**src/rtl/spike_binner.sv**
```systemverilog
// Spike binner: synchronizes a raw spike line, applies a refractory dead-time and
// reports a saturating spike count per fixed-length bin with a one-cycle strobe.
module spike_binner #(
    parameter int BIN_CYCLES     = 5000000,
    parameter int REFRACT_CYCLES = 100,
    parameter int MAX_COUNT      = 32767
) (
    input  logic               clk,
    input  logic               rst,
    input  logic               enable,
    input  logic               spike_in,
    output logic               bin_strobe,
    output logic signed [15:0] bin_count,
    output logic               overflow,
    output logic               spike_event
);
    localparam int TIMER_W   = 24;
    localparam int REFRACT_W = (REFRACT_CYCLES > 0) ? $clog2(REFRACT_CYCLES + 1) : 1;

    localparam logic [TIMER_W-1:0]   TIMER_LAST   = TIMER_W'(BIN_CYCLES - 1);
    localparam logic [REFRACT_W-1:0] REFRACT_LOAD = REFRACT_W'(REFRACT_CYCLES);
    localparam logic [14:0]          ACC_MAX      = 15'(MAX_COUNT);

    localparam logic [0:0] IDLE  = 1'b0;
    localparam logic [0:0] COUNT = 1'b1;

    function automatic logic [14:0] sat_add(input logic [14:0] a, input logic inc);
        return (inc && (a != ACC_MAX)) ? a + 15'd1 : a;
    endfunction

    function automatic logic sat_hit(input logic [14:0] a, input logic inc);
        return inc && (a == ACC_MAX);
    endfunction

    logic                 s1, s2, s3;
    logic [0:0]           state;
    logic [TIMER_W-1:0]   timer;
    logic [14:0]          acc;
    logic                 sat_flag;
    logic [REFRACT_W-1:0] refract_cnt;
    logic                 raw_edge;
    logic                 counting;
    logic                 accept;

    assign raw_edge = s2 & ~s3;
    assign counting = (state == COUNT) && enable;
    assign accept   = raw_edge && counting && (refract_cnt == '0);

    // spike_event is the registered accept; acc folds it in one cycle later, so an
    // event visible in the terminal cycle still lands in the closing bin.
    always_ff @(posedge clk or posedge rst) begin
        if (rst) begin
            s1          <= 1'b0;
            s2          <= 1'b0;
            s3          <= 1'b0;
            state       <= IDLE;
            timer       <= '0;
            acc         <= '0;
            sat_flag    <= 1'b0;
            refract_cnt <= '0;
            bin_strobe  <= 1'b0;
            bin_count   <= '0;
            overflow    <= 1'b0;
            spike_event <= 1'b0;
        end else begin
            s1          <= spike_in;
            s2          <= s1;
            s3          <= s2;
            bin_strobe  <= 1'b0;
            spike_event <= accept;

            if (!counting) begin
                // Covers both IDLE and a disable in COUNT: the partial bin is dropped.
                state       <= enable ? COUNT : IDLE;
                timer       <= '0;
                acc         <= '0;
                sat_flag    <= 1'b0;
                refract_cnt <= '0;
            end else begin
                if (accept) begin
                    refract_cnt <= REFRACT_LOAD;
                end else if (refract_cnt != '0) begin
                    refract_cnt <= refract_cnt - REFRACT_W'(1);
                end

                if (timer == TIMER_LAST) begin
                    bin_count  <= $signed({1'b0, sat_add(acc, spike_event)});
                    overflow   <= sat_flag | sat_hit(acc, spike_event);
                    bin_strobe <= 1'b1;
                    acc        <= '0;
                    timer      <= '0;
                    sat_flag   <= 1'b0;
                end else begin
                    acc      <= sat_add(acc, spike_event);
                    sat_flag <= sat_flag | sat_hit(acc, spike_event);
                    timer    <= timer + TIMER_W'(1);
                end
            end
        end
    end
endmodule

```
**config.mk**
```make
export PLATFORM = sky130hd
export DESIGN_NAME = spike_binner
export DESIGN_NICKNAME = d
export VERILOG_FILES = /design/src/rtl/spike_binner.sv
export SDC_FILE = /design/constraint.sdc
export NUM_CORES = 1
export LEC_CHECK = 0
export CAP_MARGIN = 10
export CORE_ASPECT_RATIO = 1.4
export CORE_UTILIZATION = 55
export CTS_CLUSTER_DIAMETER = 150
export DETAILED_ROUTE_END_ITERATION = 12
export DONT_BUFFER_PORTS = 1
export PLACE_DENSITY = 0.7
export SYNTH_ARGS = -nofsm -noshare
export SYNTH_HDL_FRONTEND = slang
export SYNTH_SLANG_ARGS = --single-unit
```
**constraint.sdc**
```tcl
create_clock -name clk -period 2.7 [get_ports clk]
set_input_delay 0.54 -clock clk [delete_from_list [all_inputs] [get_ports clk]]
set_output_delay 0.54 -clock clk [all_outputs]
set_load 0.05 [all_outputs]
```
==> impl_metrics.yaml <==
drt:
  wl_per_cell_um: 14.26
  drt-pass1-iter-count: 4
  final_antenna_net_count: 0
  avgViaCountPerCell: 5.601
  drc: 0
  drtIter0Drc: 142
  wl_mm: 5.605
  vias: 2201
yosys:
  synth_top_area_share_pct: 53.24
  synth_edf_count: 0
  synth_flop_cell: "dfrtp_1"
  synth_area_leaders: "dfrtp_1 (53%), xor2_1 (5.9%), nor2_1 (5.7%)"
  synth_cell_type_count: 45
  syn_inst: 312
  ys_ff_latch: 69
  yosys_warnings: 0
  synth_top_area_cell: "dfrtp_1"
  synth_area_um2: 3243
  postSynthAreaPerCell_um2: 10.39
  async_flop_share_pct: 100.0
  syn-num-nets: 319
  ys_seq_area_share_pct: 53.24
sta:
  finalHoldViolCount: 0
  max_freq_ghz: 0.4208
  slew_headroom_pct: 52.35
  finalSetupViolations: 0
  rsz0062_at_grt: "no"
  maxSlewViolCount: 0
  timing.hold.ws_ps: 127.3
  finalCritPeriodShare_pct: 88.01
  finalSetupTns_ps: 0
  finClkSkew_ps: 12.63
  min_period_ps: 2376
  setup_ws_ps: 323.7
  tightest_slew_ps: 708.3
worst_setup_path:
  crit_fanout: 24
  r2r-start: "timer[0]"
  startpoint: "timer[0]"
  criticalPathCategory: "register to register"
  startpoint_type: "register"
  required_ps: 2920
  critPathArrivalTime_ps: 2600
  end_kind: "register"
finish:
  fillers: 466
  area_delta_synth_final_pct: 8.526
  n_antenna_cell: 0
  nets: 327
  seq_area_um2: 1727
  fin_util_pct: 62.79
  final_layout_size_suffix_gt1_share_pct: 16.92
  multi_input_area_um2: 1406
floorplan:
  core_um2: 5605
  die_w_um: 66.90
  fp-row-count: 32
  io_pins: 23
  die-area_um2: 6212
  die_h_um: 92.86
  start_util_pct: 57.86
placed_design:
  place_ws_ps: 331.3
  port_buffers: 0
  finalWeightedCongestion: 0.8155
  hpwl_mm: 3.980
clock_tree:
  clk_pin_slew_ps: 80
  htreeDepth: 3
  postCtsSetupBuffers: 0
  cts_tree: "done"
  clock_sinks: 69
  clk_latency_ps: 340
  postCtsHoldBufs: 0
  clockRootBuffer: "clkbuf_8"
  post_cts_resized: 0
  cts.path.max_buffers: 2
  cts-buffers-inserted: 9
global_route:
  grtUsageMet3_pct: 3.448
  overflow: 0
  grt_busiest_layer: "met2"
  grtUsageTotal_pct: 20.42
  grt_max_degree: 30
  grt_use_met1_pct: 24.78
  grt_pass1_wl_mm: 9.453
  grt_pass1_vias: 2075
  gr-usage-met2_pct: 34.18
  antenna_found_initial: 0
power:
  power_density_nw_per_um2: 680.9
  ir_worst_vdd_mv: 0.4207
  leakagePower_nw: 1.558
run_status:
  status: "finished, final reports clean"
hold_path:
  hold_class: "primary input to asynchronous set/reset pin"
job:
  maxCapViolCount: 0
-- worst max-delay path, stage by stage, from the launching register on --
cell     delay (ps)
dfrtp_1         400
ha_1            240
inv_1           100
or4_4           580
nor4_4          340
buf_12          240
mux2_2          350
-- power breakdown --
part | switching [W] | internal, W
logic | 0.000288 | 0.000183
clock network | 0.000381 | 0.000425
registers | 0.0000367 | 0.00108
total | 0.000706 | 0.00169
-- synth_stat cells (2+ instances only) --
| cell | count |
|---|---|
| a21oi_1 | 9 |
| nand4b_1 | 2 |
| mux2i_1 | 7 |
| nand2_1 | 18 |
| nor4_1 | 6 |
| nand3_1 | 16 |
| nor3b_1 | 4 |
| dfrtp_1 | 69 |
| mux2_2 | 4 |
| xnor2_1 | 8 |
| buf_6 | 2 |
| a21oi_2 | 8 |
| buf_4 | 4 |
| xor2_1 | 22 |
| a31oi_1 | 6 |
| nor2_1 | 49 |
| nor3_1 | 5 |
| or2_2 | 4 |
| and3_1 | 10 |
| nand4_1 | 7 |
| and4_1 | 3 |
| nor2b_1 | 2 |
| nor2_2 | 8 |
| o21ai_0 | 4 |
| clkbuf_1 | 4 |
| ha_1 | 3 |
| inv_1 | 10 |
-- cells in the final DEF (no fill, tap or decap), types with 2 or more instances in the layout --
| cell | netlist | final |
|---|---|---|
| buf_4 | 4 | 7 |
| clkinvlp_4 | 0 | 2 |
| mux2_2 | 4 | 4 |
| nor3_1 | 5 | 5 |
| nor2b_1 | 2 | 2 |
| or2_2 | 4 | 4 |
| a21oi_1 | 9 | 9 |
| and3_1 | 10 | 10 |
| o21ai_0 | 4 | 4 |
| nand4_1 | 7 | 7 |
| nor4_1 | 6 | 6 |
| nor3b_1 | 4 | 4 |
| inv_1 | 10 | 9 |
| clkbuf_8 | 0 | 9 |
| nor2_2 | 8 | 8 |
| nand4b_1 | 2 | 2 |
| nand2_1 | 18 | 18 |
| nand3_1 | 16 | 16 |
| dfrtp_1 | 69 | 69 |
| xor2_1 | 22 | 22 |
| a21oi_2 | 8 | 8 |
| ha_1 | 3 | 3 |
| a31oi_1 | 6 | 6 |
| and4_1 | 3 | 3 |
| xnor2_1 | 8 | 8 |
| nor2_1 | 49 | 49 |
| mux2i_1 | 7 | 7 |
| clkinv_2 | 0 | 2 |
-- per-layer routing --
metal  wire, µm  vias to the layer above
li1           -                     1084
met1       2432                     1079
met2       2917                       28
met3        146                       10
met4        108                        0
met5          0                        -
-- path summary, 6_finish.rpt --
path / end / slack (ps) / cells after the start
worst max-delay path: bin_count[8] / 320 / 6
worst min-delay path: refract_cnt[6] / 130 / 1
worst max register to register: bin_count[8] / 320 / 6
worst min register to register: s2 / 360 / 0
max in group asynchronous: bin_count[9] / 1870 / 2
min in group clk: state / 230 / 0
-- kinds of logic (layout without fill, tap and decap cells) --
| group | count (synthesis) | in the layout | synth area share (%) |
|---|---|---|---|
| XOR/XNOR | 30 | 30 | 8.102 |
| AND/OR/NAND/NOR | 146 | 146 | 24.15 |
| AO/OA/AOI/OAI | 31 | 31 | 6.289 |
| buffers and inverters | 21 | 34 | 3.395 |
| adder cells (fa/ha/maj) | 3 | 3 | 1.158 |
| other | 1 | 1 | 0.1156 |
| flip-flops | 69 | 69 | 53.24 |
| multiplexers | 11 | 11 | 3.549 |
-- per-stage QoR --
stage | instance area [µm²] | std cells | power [W]
floorplan | 3243 | 312 | 0.001548
global placement | 3328 | 377 | 0.001609
detailed placement | 3328 | 377 | 0.001614
CTS | 3520 | 393 | 0.002416
global route | 3520 | 393 | 0.002524
finish | 3520 | 393 | 0.002396
-- state kept, by name, indices dropped and copies added (netlist names) --
register and count:
sat_flag 1, overflow 1, bin_strobe 1, s1 1
spike_event 1, s2 1, refract_cnt 7, s3 1
acc 15, state 1, bin_count 15, timer 24
-- final cells by class --
class	count	share of cell area, %
clock buffers	10	3.626
clock inverters	6	1.813
inverters	10	1.066
multi-input cells	222	39.96
flip-flops and latches	69	49.06
well taps	68	2.417
repair buffers	8	2.062
Note: power is estimated with default switching activity, not from simulation.
